$ cat src/rtl/tlc_pkg.sv
// Shared definitions for the two-road traffic light controller:
// light encodings, sequencer phase enum and a small sizing helper.
package tlc_pkg;

  localparam logic [1:0] LIGHT_GREEN  = 2'b00;
  localparam logic [1:0] LIGHT_YELLOW = 2'b01;
  localparam logic [1:0] LIGHT_RED    = 2'b10;

  typedef enum logic [2:0] {
    AG = 3'd0,
    AY = 3'd1,
    BG = 3'd2,
    BY = 3'd3,
    WK = 3'd4
  } state_t;

  function automatic int max_of(input int a, input int b);
    return (a > b) ? a : b;
  endfunction

endpackage

$ cat src/rtl/tlc_phase_timer.sv
// Phase counter: cleared on request, otherwise counts up and holds at SAT_VAL.
module tlc_phase_timer #(
  parameter int CNT_W   = 5,
  parameter int SAT_VAL = 19
) (
  input  logic             clk,
  input  logic             reset,
  input  logic             clr,
  output logic [CNT_W-1:0] cnt
);

  localparam logic [CNT_W-1:0] SAT = CNT_W'(SAT_VAL);

  always_ff @(posedge clk or posedge reset) begin
    if (reset) begin
      cnt <= '0;
    end else if (clr) begin
      cnt <= '0;
    end else if (cnt != SAT) begin
      cnt <= cnt + CNT_W'(1);
    end
  end

endmodule

$ cat src/rtl/tlc_sequencer.sv
// Timed phase sequencer for the two-road intersection with an optional
// all-red pedestrian walk phase after B-yellow.
module tlc_sequencer
  import tlc_pkg::*;
#(
  parameter int GREEN_MIN = 5,
  parameter int GREEN_MAX = 20,
  parameter int YELLOW_T  = 3,
  parameter int WALK_T    = 8
) (
  input  logic       clk,
  input  logic       reset,
  input  logic       ta,
  input  logic       tb,
  input  logic       ped_req,
  output logic [1:0] La,
  output logic [1:0] Lb,
  output logic       walk,
  output logic       ped_ack
);

  localparam int MAX_P = max_of(max_of(GREEN_MIN, GREEN_MAX), max_of(YELLOW_T, WALK_T));
  localparam int CNT_W = (MAX_P > 1) ? $clog2(MAX_P) : 1;

  localparam logic [CNT_W-1:0] GMIN_END = CNT_W'(GREEN_MIN - 1);
  localparam logic [CNT_W-1:0] GMAX_END = CNT_W'(GREEN_MAX - 1);
  localparam logic [CNT_W-1:0] Y_END    = CNT_W'(YELLOW_T - 1);
  localparam logic [CNT_W-1:0] W_END    = CNT_W'(WALK_T - 1);

  state_t           state;
  state_t           state_nx;
  logic [CNT_W-1:0] cnt;
  logic             ped_pending;
  logic             phase_clr;
  logic             a_go;
  logic             b_go;
  logic             y_end;
  logic             w_end;

  tlc_phase_timer #(
    .CNT_W   (CNT_W),
    .SAT_VAL (GREEN_MAX - 1)
  ) u_timer (
    .clk   (clk),
    .reset (reset),
    .clr   (phase_clr),
    .cnt   (cnt)
  );

  // A green ends early once the minimum is served and either the road is
  // empty or a pedestrian is waiting; the maximum always ends it.
  assign a_go  = ((cnt >= GMIN_END) && (!ta || ped_pending)) || (cnt == GMAX_END);
  assign b_go  = ((cnt >= GMIN_END) && (!tb || ped_pending)) || (cnt == GMAX_END);
  assign y_end = (cnt == Y_END);
  assign w_end = (cnt == W_END);

  always_comb begin
    state_nx = state;
    case (state)
      AG:      if (a_go)  state_nx = AY;
      AY:      if (y_end) state_nx = BG;
      BG:      if (b_go)  state_nx = BY;
      BY:      if (y_end) state_nx = ped_pending ? WK : AG;
      WK:      if (w_end) state_nx = AG;
      default: state_nx = AG;
    endcase
  end

  assign phase_clr = (state_nx != state);

  // Lights are registered from the next state, so they always match the
  // state register with no extra latency.
  always_ff @(posedge clk or posedge reset) begin
    if (reset) begin
      state       <= AG;
      ped_pending <= 1'b0;
      La          <= LIGHT_GREEN;
      Lb          <= LIGHT_RED;
      walk        <= 1'b0;
      ped_ack     <= 1'b0;
    end else begin
      state <= state_nx;
      if ((state == BY) && (state_nx == WK)) begin
        ped_pending <= 1'b0;
      end else if (ped_req && (state != WK)) begin
        ped_pending <= 1'b1;
      end
      ped_ack <= (state_nx == WK) && (state != WK);
      walk    <= 1'b0;
      case (state_nx)
        AG: begin La <= LIGHT_GREEN;  Lb <= LIGHT_RED;    end
        AY: begin La <= LIGHT_YELLOW; Lb <= LIGHT_RED;    end
        BG: begin La <= LIGHT_RED;    Lb <= LIGHT_GREEN;  end
        BY: begin La <= LIGHT_RED;    Lb <= LIGHT_YELLOW; end
        WK: begin La <= LIGHT_RED;    Lb <= LIGHT_RED; walk <= 1'b1; end
        default: begin La <= LIGHT_GREEN; Lb <= LIGHT_RED; end
      endcase
    end
  end

endmodule

$ cat config.mk
export PLATFORM = sky130hd
export DESIGN_NAME = tlc_sequencer
export DESIGN_NICKNAME = d
export VERILOG_FILES = /design/src/rtl/tlc_pkg.sv /design/src/rtl/tlc_phase_timer.sv /design/src/rtl/tlc_sequencer.sv
export SDC_FILE = /design/constraint.sdc
export NUM_CORES = 1
export LEC_CHECK = 0
export BUFFER_PORTS_ARGS = -buffer_cell sky130_fd_sc_hd__buf_2
export CAP_MARGIN = 10
export CORE_MARGIN = 2
export CORE_UTILIZATION = 53
export CTS_CLUSTER_DIAMETER = 60
export CTS_CLUSTER_SIZE = 8
export DETAILED_ROUTE_END_ITERATION = 8
export PLACE_DENSITY = 0.75
export SKIP_LAST_GASP = 1
export SYNTH_ARGS = -nofsm -noshare
export SYNTH_HDL_FRONTEND = slang
export SYNTH_SLANG_ARGS = --single-unit
export TNS_END_PERCENT = 10
$ cat constraint.sdc
create_clock -name clk -period 1.7 [get_ports clk]
set_input_delay 0.17 -clock clk [delete_from_list [all_inputs] [get_ports clk]]
set_output_delay 0.17 -clock clk [all_outputs]
set_load 0.01 [all_outputs]
# Yosys cells after proc, flatten, opt, wreduce, memory -nomap -nowiden
# Index checks and enable logic that the tools add are counted.
# word_totals
register_bits	15
in_bits	5
output_inout_bits	6
word_cells	52
# op_classes
add_sub_neg	1
n_lt_le_gt_ge	1
eq_ne	14
muxes	14
n_reduce_logical	15
# op_table
operator	count
$mux 3	6
$pmux 3 s5	1
$eq 3x2->1 const B	4
$mux 5	2
$pmux 2 s2	2
$eq 3x1->1 const B	2
$eq 3x3->1 const B	2
$add 5x1->5 const B	1
$eq 5x2->1 const B	1
$eq 5x3->1 const B	1
$eq 5x5->1 const B	1
$ge 5x3->1 const B	1
$logic_and 1x1->1	5
$ne 5x5->1 const B	1
$logic_or 1x1->1	4
$reduce_bool 2->1	2
$logic_not 3->1	1
$mux 1	3
$ne 3x3->1	1
$ne 3x3->1 const B	1
$reduce_or 3->1	1
$logic_not 1->1	2

# Longest topological paths before layout
# Gate-level depths: netlist of run 1.
# depth
word_depth	9
mapped_depth	6
ltp_nobuf	6

# Cells and area by module
# Synthesis of run 1 repeated with hierarchy kept, for this count alone.
# hier_totals
hier_cells	62
hier_area_um2	699.4
# modules_own_cells
mod	instances	cells_per_inst	area_each_um2	seq_area_each_um2
tlc_sequencer	1	40	457.9	251.5
tlc_phase_timer	1	22	241.5	125.1

# Worst setup path after synthesis of run 1
# No wires, ideal clock.
# synth_path
kind	flip-flop to flip-flop
startpoint	reg u_timer.cnt[0]
endpoint	reg La[1]
setup_ps	123
arrival_ps	1489
t_required_ps	1577
slack_ps	88
stages_incl_launch_ff	7
n_path_buf	0
period_less_slack_ps	1612
path_cell_list	dfrtp_1 inv_1 ha_1 or4b_4 nor2_1 a21oi_1 o221a_2
# synth_between
elab_chain_len	8
elab_cells_between_ends	20
classes_between	order compare (1); eq/ne (7); mux (7); reduce/logical (5)
# synth_rtl
item	line	text
start, declared	tlc_phase_timer.sv:9	output logic [CNT_W-1:0] cnt
start signal, assigned	tlc_phase_timer.sv:20	cnt <= cnt + CNT_W'(1);
$ge 5x3->1	tlc_sequencer.sv:52, tlc_sequencer.sv:53	
$logic_and 1x1->1 (on tied branches)	tlc_sequencer.sv:53, tlc_sequencer.sv:52	
$logic_or 1x1->1 (on tied branches)	tlc_sequencer.sv:53, tlc_sequencer.sv:52	
$mux 3 (on tied branches)	tlc_sequencer.sv:62, tlc_sequencer.sv:60	
$pmux 3 s5 *	tlc_sequencer.sv:59	case (state)
$eq 3x3->1 / $eq 3x2->1 (equally long branches)	tlc_sequencer.sv:90	case (state_nx)
$reduce_or 3->1 (no source line)	--	
$pmux 2 s2 *	tlc_sequencer.sv:90	
end signal, assigned	tlc_sequencer.sv:91	AG: begin La <= LIGHT_GREEN; Lb <= LIGHT_RED; end
end signal, assigned	tlc_sequencer.sv:92	AY: begin La <= LIGHT_YELLOW; Lb <= LIGHT_RED; end
end signal, assigned	tlc_sequencer.sv:93	BG: begin La <= LIGHT_RED; Lb <= LIGHT_GREEN; end
end, declared	tlc_sequencer.sv:16	output logic [1:0] La,
# Every way passes the cells marked *; elsewhere a longest branch is shown, timed or not.
# A chain may end at the register's enable or synchronous reset.

# Final worst setup path of run 1
# Ends and elaborated chain as after synthesis.

==> results.sh, run 1 <==
export IMPL_status="finished with violations"
export IMPL_violations="setup timing"
export IMPL_synth_cell_type_count=28
export IMPL_worstSetupPathType="flip-flop to flip-flop"
export IMPL_grt_total_usage=0.183
export IMPL_synth_seq_cells=15
export IMPL_vdd_drop_max_uv=985
export IMPL_cts_root_buf="clkbuf_4"
export IMPL_gp_congestion=0.760
export IMPL_path_buf_inv=1
export IMPL_design_area_um2=888
export IMPL_async_reset_ff_frac=1.00
export IMPL_wl_per_cell_um=13.4
export IMPL_start_util=0.570
export IMPL_layout_min_cycle_time_ns=1.71
export IMPL_synth_top_area_frac=0.467
export IMPL_core_mm2=0.00132
export IMPL_cp_num_cells=6
export IMPL_insertedDiodeCount=0
export IMPL_fin_util=0.674
export IMPL_relSlewSlack=0.633
export IMPL_cp_cell_sequence="inv_1 > ha_2 > or4b_4 > nor2_2 > a21oi_1 > o221a_2"
export IMPL_seq_area_frac_synth=0.502
export IMPL_hp_class="input port to flip-flop"
export IMPL_syn_inst=69
export IMPL_cts_num_sinks=15
export IMPL_hold_viol=0
export IMPL_vias=533
export IMPL_dieArea_mm2=0.00173
export IMPL_place_hpwl_um=982
export IMPL_power_uw=1690
export IMPL_worst_slew_pin_slew_ns=0.550
export IMPL_drt_pre_antenna_iters=4
export IMPL_ios=11
export IMPL_worstPathRequired_ns=1.88
export IMPL_dieWidth_um=41.6
export IMPL_cts_tree="built"
export IMPL_p_leak_uw=0.000416
export IMPL_holdPathStages=3
export IMPL_grt_pass1_vias=491
export IMPL_grt_max_degree=16
export IMPL_worstSetupEndpointType="flip-flop"
export IMPL_post_dp_cell_area_um2=835
export IMPL_crit_arrival_ns=1.88
export IMPL_via_per_inst=5.23
export IMPL_drc=0
export IMPL_post_cts_setup_buffer_count=0
export IMPL_syn_nets=77
export IMPL_setup_viol=1
export IMPL_nFillCells=95
export IMPL_grt_first_pass_wirelength_mm=2.31
export IMPL_final_layout_size_suffix_gt1_frac=0.310
export IMPL_dp_slack_ns=0.0285
export IMPL_yosysMostFrequentCell="dfrtp_1"
export IMPL_ant_nets=0
export IMPL_cp_top_family="simple AND/OR/NAND/NOR gates"
export IMPL_setup_ws_ns=-0.00623
export IMPL_syn2layout_area_growth_pct=18.3
export IMPL_cts_max_path_buffers=2
export IMPL_yosysTopAreaCell="dfrtp_1"
export IMPL_cap_violations=0
export IMPL_p_per_area_mw_per_mm2=1900
export IMPL_clk_latency_ns=0.28
export IMPL_antenna_found_initial=0
export IMPL_fin_tns_setup_ns=-0.00623
export IMPL_start_kind="flip-flop"
export IMPL_die_h_um=41.6
export IMPL_max_stage_delay_ns=0.50
export IMPL_skew_ns=0.00108
export IMPL_place_port_buffers=10
export IMPL_syn_avg_cell_area_um2=10.9
export IMPL_htree_levels=1
export IMPL_cp_max_fo=3
export IMPL_drtIter0Drc=17
export IMPL_finalCritPeriodShare=1.00
export IMPL_drt_total_wl_mm=1.37
export IMPL_synth_edf_count=0
export IMPL_cts_buffers=3
export IMPL_yosys_warnings=0
export IMPL_rr_worst_depth=6
export IMPL_syn_area_um2=751
export IMPL_gr_total_overflow=0
export IMPL_synth_top_cells_by_area="dfrtp_1 47%, ha_1 5.0%, nor2_1 4.5%"
export IMPL_yosys_top_cells_count="14 x dfrtp_1, 9 x nor2_1, 5 x inv_1"
export IMPL_core_rowCount=13
export IMPL_crit_path_top_delay_cell="or4b_4"
export IMPL_grt_setup_unrepaired="yes"
export IMPL_ys_flop_type="dfrtp_1"
export IMPL_clk_pin_slew_ns=0.08
export IMPL_timing_fmax_mhz=586
export IMPL_slew_viol_final=0
export IMPL_nNetsFinal=96
worst register-to-register path, stage by stage (launching register included):
cell and delay, ns:
dfrtp_1 0.41, inv_1 0.09, ha_2 0.18, or4b_4 0.50
nor2_2 0.11, a21oi_1 0.07, o221a_2 0.24
power breakdown:
group / total, uW / internal [uW] / switching (uW)
Sequential: 670 / 518 / 152
Combinational: 820 / 396 / 424
Clock: 198 / 91.3 / 107
per-layer routing:
| layer | share of wire | routed length (um) | global-route usage |
|---|---|---|---|
| met1 | 0.47 | 642 | 0.237 |
| met5 | 0 | 0 | 0 |
| met2 | 0.47 | 637 | 0.275 |
| met3 | 0.034 | 46 | 0.0261 |
| met4 | 0.029 | 40 | 0.135 |
cells in the final DEF (no fill, tap or decap), drive strengths merged, types with 2 or more instances in the layout:
cell type and instances:
buf 15, dfrtp 14, nor2 9, inv 5
nand2 4, clkbuf 4, a21oi 3, xor2 3
ha 3, mux2i 2, or3 2, and2 2
xnor2 2, a31o 2, nand3 2
worst paths after layout:
| path | startpoint | endpoint | slack (ns) |
|---|---|---|---|
| worst min-delay path | ped_req | ped_pending$_DFFE_PP0P_ | 0.13 |
| max in group asynchronous | reset | Lb[1]$_DFF_PP1_ | 0.85 |
| worst min register to register | ped_pending$_DFFE_PP0P_ | ped_pending$_DFFE_PP0P_ | 0.61 |
| worst max-delay path | u_timer.cnt[0]$_DFFE_PP0P_ | La[1]$_DFF_PP0_ | -0.006 |
| min in group asynchronous | reset | state[0]$_DFF_PP0_ | 0.48 |
| worst max register to register | u_timer.cnt[0]$_DFFE_PP0P_ | La[1]$_DFF_PP0_ | -0.006 |
flip-flops by register name, indices dropped and copies added (netlist names):
name / flops
state: 3
walk: 1
ped_ack: 1
u_timer.cnt: 5
Lb: 2
ped_pending: 1
La: 2
cells by family after synthesis:
family          after synthesis  share of synthesized area
mux                           2                     0.0267
xor+xnor                      5                     0.0583
flops                        15                      0.502
buf+inv                       7                     0.0550
simple gates                 26                      0.203
compound gates               11                      0.105
fa+ha+maj                     3                     0.0500
through the flow:
step,std cells,hold slack [ns]
floorplan,69,0.0708
global placement,97,0.241
detailed placement,97,0.248
CTS,102,0.122
global route,102,0.145
finish,102,0.128
final cells by class:
| cell class | instances | area, um^2 | share of cell area |
|---|---|---|---|
| Sequential cell | 15 | 377 | 0.424 |
| Clock buffer | 4 | 26.3 | 0.0296 |
| Tap cell | 15 | 18.8 | 0.0211 |
| Timing Repair Buffer | 16 | 97.6 | 0.110 |
| Multi-Input combinational cell | 47 | 350 | 0.394 |
| Inverter | 5 | 18.8 | 0.0211 |
repair_timing:
item | in CTS | in global routing
gates resized for setup | 0 | 4
hold endpoints to repair | 14 | 0
hold buffers | 1 | 0
setup endpoints to repair | 0 | 11
No activity file was read; power rests on OpenSTA's default activity.
==> run 2: changes to the inputs <==
==> constraint.sdc (replaced) <==
create_clock -name clk -period 1.7 [get_ports clk]
set_input_delay 0.34 -clock clk [delete_from_list [all_inputs] [get_ports clk]]
set_output_delay 0.34 -clock clk [all_outputs]
set_load 0.01 [all_outputs]
==> run 2 against run 1 <==
  * The flow still finishes with violations (setup timing)
  * Clock skew unchanged
  * Final cell count decreased by 0.98%
  * Non-clock buffer count down 1
  * Total power down 0.11%
  * Largest power group unchanged
==> results.sh, run 2 (synthesis results as in run 1) <==
export IMPL_status="finished with violations"
export IMPL_violations="setup timing"
export IMPL_dieArea_mm2=0.00173
export IMPL_largest_register_ffs=5
export IMPL_crit_arrival_ns=1.88
export IMPL_p_per_area_mw_per_mm2=1920
export IMPL_cts_max_path_buffers=2
export IMPL_fin_tns_setup_ns=-0.00623
export IMPL_drtIter0Drc=17
export IMPL_ios=11
export IMPL_grt_pass1_vias=479
export IMPL_cts_buffers=3
export IMPL_core_mm2=0.00132
export IMPL_core_rowCount=13
export IMPL_syn2layout_area_growth_pct=17.0
export IMPL_setup_ws_ns=-0.00623
export IMPL_htree_levels=1
export IMPL_die_h_um=41.6
export IMPL_ant_nets=0
export IMPL_worstPathRequired_ns=1.88
export IMPL_hp_class="input port to async pin"
export IMPL_vdd_drop_max_uv=985
export IMPL_via_per_inst=5.24
export IMPL_gr_total_overflow=0
export IMPL_dp_cells=97
export IMPL_start_util=0.570
export IMPL_r2r_start="u_timer.cnt[0]$_DFFE_PP0P_"
export IMPL_final_common_cell="dfrtp_1"
export IMPL_post_cts_setup_buffer_count=0
export IMPL_worstSetupPathType="flip-flop to flip-flop"
export IMPL_relSlewSlack=0.633
export IMPL_p_leak_uw=0.000412
export IMPL_wl_per_cell_um=13.4
export IMPL_dieWidth_um=41.6
export IMPL_grt_max_degree=16
export IMPL_grt_total_usage=0.181
export IMPL_final_cells=101
export IMPL_insertedDiodeCount=0
export IMPL_cp_max_fo=3
export IMPL_design_area_um2=878
export IMPL_cts_num_sinks=15
export IMPL_clk_latency_ns=0.28
export IMPL_setup_viol=1
export IMPL_cts_root_buf="clkbuf_4"
export IMPL_finalCritPeriodShare=1.00
export IMPL_clk_pin_slew_ns=0.08
export IMPL_place_hpwl_um=982
export IMPL_vias=529
export IMPL_drt_total_wl_mm=1.35
export IMPL_startpoint="u_timer.cnt[0]$_DFFE_PP0P_"
export IMPL_start_kind="flip-flop"
export IMPL_grt_first_pass_wirelength_mm=2.28
export IMPL_timing_fmax_mhz=586
export IMPL_largestRegisters="u_timer.cnt (5), state (3)"
export IMPL_nNetsFinal=95
export IMPL_top_register="u_timer.cnt"
export IMPL_slew_viol_final=0
export IMPL_skew_ns=0.00108
export IMPL_hold_viol=0
export IMPL_cts_tree="built"
export IMPL_worstSetupEndpointType="flip-flop"
export IMPL_final_layout_size_suffix_gt1_frac=0.314
export IMPL_whs_ns=0.0873
export IMPL_worst_slew_pin_slew_ns=0.550
export IMPL_drt_pre_antenna_iters=4
export IMPL_post_dp_cell_area_um2=835
export IMPL_drc=0
export IMPL_layout_min_cycle_time_ns=1.71
export IMPL_cap_violations=0
export IMPL_grt_setup_unrepaired="yes"
export IMPL_place_port_buffers=10
export IMPL_final_cell_mix="14 x dfrtp_1, 10 x buf_2, 8 x nor2_1, 5 x inv_1, 5 x buf_4"
export IMPL_antenna_found_initial=0
export IMPL_gp_congestion=0.760
export IMPL_nFillCells=96
## run 2: routing by layer
metal,wire (um),GRT usage,vias up,share of wire
met2,624,0.269,15,0.46
met4,40,0.135,0,0.030
li1,-,-,270,-
met1,636,0.237,239,0.47
met5,0,0,-,0
met3,49,0.0261,5,0.036
## run 2: where the power goes
part	switching [uW]	leakage, uW	internal (uW)	total [uW]
Clock	107	0.0000150	91.3	198
Sequential	152	0.000184	518	670
Combinational	423	0.000213	395	818
Total	682	0.000412	1000	1690
## run 2: cell type report
cell class | count | area [um^2] | share of cell area
Sequential cell | 15 | 377 | 0.429
Multi-Input combinational cell | 47 | 350 | 0.399
Timing Repair Buffer | 15 | 87.6 | 0.0997
Clock buffer | 4 | 26.3 | 0.0299
Inverter | 5 | 18.8 | 0.0214
Tap cell | 15 | 18.8 | 0.0214
## run 2: metrics by stage
step	power (uW)	worst slack, ns	util
floorplan	1220	0.0885	-
global placement	1420	0.0661	0.633
detailed placement	1450	0.0285	0.633
CTS	1660	0.0000180	0.653
global route	1830	-0.0677	0.667
finish	1690	-0.00623	0.667
## run 2: worst paths after layout
kind | cells past startpoint | slack (ns) | to
min in group clk | 3 | 0.30 | ped_pending$_DFFE_PP0P_
setup / recovery | 6 | -0.006 | La[1]$_DFF_PP0_
max in group asynchronous | 2 | 1.25 | Lb[1]$_DFF_PP1_
hold reg to reg | 2 | 0.61 | ped_pending$_DFFE_PP0P_
setup reg to reg | 6 | -0.006 | La[1]$_DFF_PP0_
hold / removal | 2 | 0.09 | state[0]$_DFF_PP0_
## run 2: what timing repair did
item / CTS / global route
hold endpoints to repair: 0 / 0
hold buffers: 0 / 0
endpoints found under the setup margin: 0 / 11
resized for setup: 0 / 4
## run 2: critical path, stage by stage (launching register included)
cell and delay (ns):
dfrtp_1 0.41, inv_1 0.09, ha_2 0.18, or4b_4 0.50
nor2_2 0.11, a21oi_1 0.07, o221a_2 0.24
==> run 3: changes to the inputs <==
--- a/config.mk
+++ b/config.mk
@@ -7,12 +7,14 @@
 export LEC_CHECK = 0
 export BUFFER_PORTS_ARGS = -buffer_cell sky130_fd_sc_hd__buf_2
 export CAP_MARGIN = 10
+export CELL_PAD_IN_SITES_DETAIL_PLACEMENT = 1
+export CELL_PAD_IN_SITES_GLOBAL_PLACEMENT = 1
 export CORE_MARGIN = 2
-export CORE_UTILIZATION = 53
+export CORE_UTILIZATION = 42
 export CTS_CLUSTER_DIAMETER = 60
 export CTS_CLUSTER_SIZE = 8
 export DETAILED_ROUTE_END_ITERATION = 8
-export PLACE_DENSITY = 0.75
+export PLACE_DENSITY_LB_ADDON = 0.1
 export SKIP_LAST_GASP = 1
 export SYNTH_ARGS = -nofsm -noshare
 export SYNTH_HDL_FRONTEND = slang
==> run 3 against run 2 <==
  * The run now ends clean
  * Routed wire length grew 14%
  * Final area rose by 6.4%
  * Total power increased by 6.1%
  * Largest power group unchanged
  * Clock power is essentially flat
==> results.sh, run 3 (synthesis results as in run 1) <==
export IMPL_cts_root_buf="clkbuf_4"
export IMPL_syn2layout_area_growth_pct=24.5
export IMPL_post_cts_setup_buffer_count=0
export IMPL_power_frac_clock=0.112
export IMPL_gp_congestion=0.756
export IMPL_whs_ns=0.0842
export IMPL_largestRegisters="u_timer.cnt (5), state (3)"
export IMPL_worstSetupEndpointType="flip-flop"
export IMPL_ios=11
export IMPL_dieArea_mm2=0.00214
export IMPL_vias=556
export IMPL_p_per_area_mw_per_mm2=1910
export IMPL_clk_latency_ns=0.28
export IMPL_rr_worst_depth=6
export IMPL_grt_max_degree=16
export IMPL_place_port_buffers=10
export IMPL_cts_max_path_buffers=2
export IMPL_core_mm2=0.00171
export IMPL_skew_ns=0.00291
export IMPL_cts_tree="built"
export IMPL_wl_per_cell_um=13.5
export IMPL_grt_first_pass_wirelength_mm=2.65
export IMPL_dp_slack_ns=-0.0186
export IMPL_cap_violations=0
export IMPL_timing_fmax_mhz=605
export IMPL_intPower_uw=1050
export IMPL_r2r_start="u_timer.cnt[0]$_DFFE_PP0P_"
export IMPL_layout_min_cycle_time_ns=1.65
export IMPL_worstSetupPathType="flip-flop to flip-flop"
export IMPL_relSlewSlack=0.641
export IMPL_power_frac_comb=0.521
export IMPL_final_common_cell="dfrtp_1"
export IMPL_hold_viol=0
export IMPL_worst_slew_pin_slew_ns=0.539
export IMPL_die_h_um=46.3
export IMPL_worstPathRequired_ns=1.88
export IMPL_power_switching_uw=736
export IMPL_slew_viol_final=0
export IMPL_regToRegSetupSlack_ns=0.05
export IMPL_vdd_drop_max_uv=863
export IMPL_grt_pass1_vias=586
export IMPL_top_register="u_timer.cnt"
export IMPL_start_kind="flip-flop"
export IMPL_drc=0
export IMPL_grt_setup_unrepaired="yes"
export IMPL_via_per_inst=4.88
export IMPL_finalCritPeriodShare=0.972
export IMPL_final_cell_mix="14 x dfrtp_1, 10 x buf_2, 8 x nor2_1, 8 x buf_4"
export IMPL_r2r_end="La[1]$_DFF_PP0_"
export IMPL_clk_pin_slew_ns=0.09
export IMPL_drt_total_wl_mm=1.54
export IMPL_pwr_share_seq=0.367
export IMPL_final_layout_size_suffix_gt1_frac=0.382
export IMPL_dieWidth_um=46.3
export IMPL_insertedDiodeCount=0
export IMPL_start_util=0.440
export IMPL_hp_class="input port to async pin"
export IMPL_swShare=0.412
export IMPL_nFillCells=187
export IMPL_ant_nets=0
export IMPL_cp_max_fo=3
export IMPL_cts_buffers=3
export IMPL_antenna_found_initial=0
export IMPL_p_leak_uw=0.000435
export IMPL_status="complete, no violations"
export IMPL_setup_viol=0
export IMPL_largest_register_ffs=5
export IMPL_nNetsFinal=98
export IMPL_core_rowCount=15
export IMPL_place_hpwl_mm=1.21
export IMPL_crit_arrival_ns=1.83
export IMPL_drtIter0Drc=5
export IMPL_cts_num_sinks=15
export IMPL_setup_ws_ns=0.0471
export IMPL_grt_total_usage=0.180
export IMPL_htree_levels=1
export IMPL_gr_total_overflow=0
export IMPL_drt_pre_antenna_iters=4
run 3: cell count changes in the layout (fill, tap and decap cells not counted):
cell      previous run  this run
nor3_1               1         0
clkbuf_1             1         0
buf_4                5         8
o31ai_1              1         0
nor3_2               0         1
ha_2                 1         0
inv_1                5         4
o31ai_2              0         1
inv_2                0         1
ha_4                 0         1
clkinv_2             0         1
run 3: metrics by stage:
step | instance area (um^2) | setup TNS (ns) | utilization | std cells | total power (uW)
2_1_floorplan | 751 | 0 | - | 69 | 1220
3_3_place_gp | 870 | 0 | 0.509 | 110 | 1490
3_5_place_dp | 870 | -0.0186 | 0.509 | 110 | 1520
4_1_cts | 903 | 0 | 0.529 | 114 | 1760
5_1_grt | 935 | -0.0252 | 0.547 | 114 | 1960
6_report | 935 | 0 | 0.547 | 114 | 1790
run 3: power groups by stage:
stage,Sequential (uW),Clock [uW],Combinational (uW)
after CTS,640,214,903
final,657,200,931
after global placement,640,0,850
after detailed placement,646,0,877
after global routing,677,232,1050
after floorplan,650,0,575
run 3: worst max path at each step:
| stage | start | endpoint | slack [ns] | cells after the start |
|---|---|---|---|---|
| after floorplan | u_timer.cnt[0]$_DFFE_PP0P_ | La[1]$_DFF_PP0_ | 0.09 | 6 |
| after global placement | u_timer.cnt[0]$_DFFE_PP0P_ | La[1]$_DFF_PP0_ | 0.06 | 6 |
| after detailed placement | u_timer.cnt[0]$_DFFE_PP0P_ | u_timer.cnt[2]$_DFFE_PP0P_ | -0.02 | 5 |
| after CTS | u_timer.cnt[0]$_DFFE_PP0P_ | u_timer.cnt[2]$_DFFE_PP0P_ | 0.03 | 5 |
| after global routing | u_timer.cnt[0]$_DFFE_PP0P_ | La[1]$_DFF_PP0_ | -0.03 | 6 |
| final | u_timer.cnt[0]$_DFFE_PP0P_ | La[1]$_DFF_PP0_ | 0.05 | 6 |
run 3: repair_timing:
action                                  4_1_cts  5_1_grt
endpoints found under the hold margin         0        0
pin swaps                                     0        2
endpoints found under the setup margin        1       12
resized for setup                             1        7
hold buffers                                  0        0
run 3: critical path, cell delays in order (launching register included):
cell and delay (ns):
dfrtp_1 0.42, inv_2 0.09, ha_4 0.12, or4b_4 0.50, nor2_2 0.12, a21oi_1 0.07
o221a_2 0.24
run 3: final cells by class:
type	instances	area [um^2]	area share
tap	25	31.3	0.0335
sequential	15	377	0.403
timing repair buffer	18	110	0.118
clock buffer	3	22.5	0.0241
inverter	5	18.8	0.0201
multi-input combinational	47	370	0.396
clock inverter	1	5.00	0.00535
run 3: layer usage:
layer / GRT usage / wire (um)
met1: 0.191 / 659
met2: 0.325 / 831
met3: 0.0471 / 36
met4: 0.0857 / 12
met5: 0 / 0
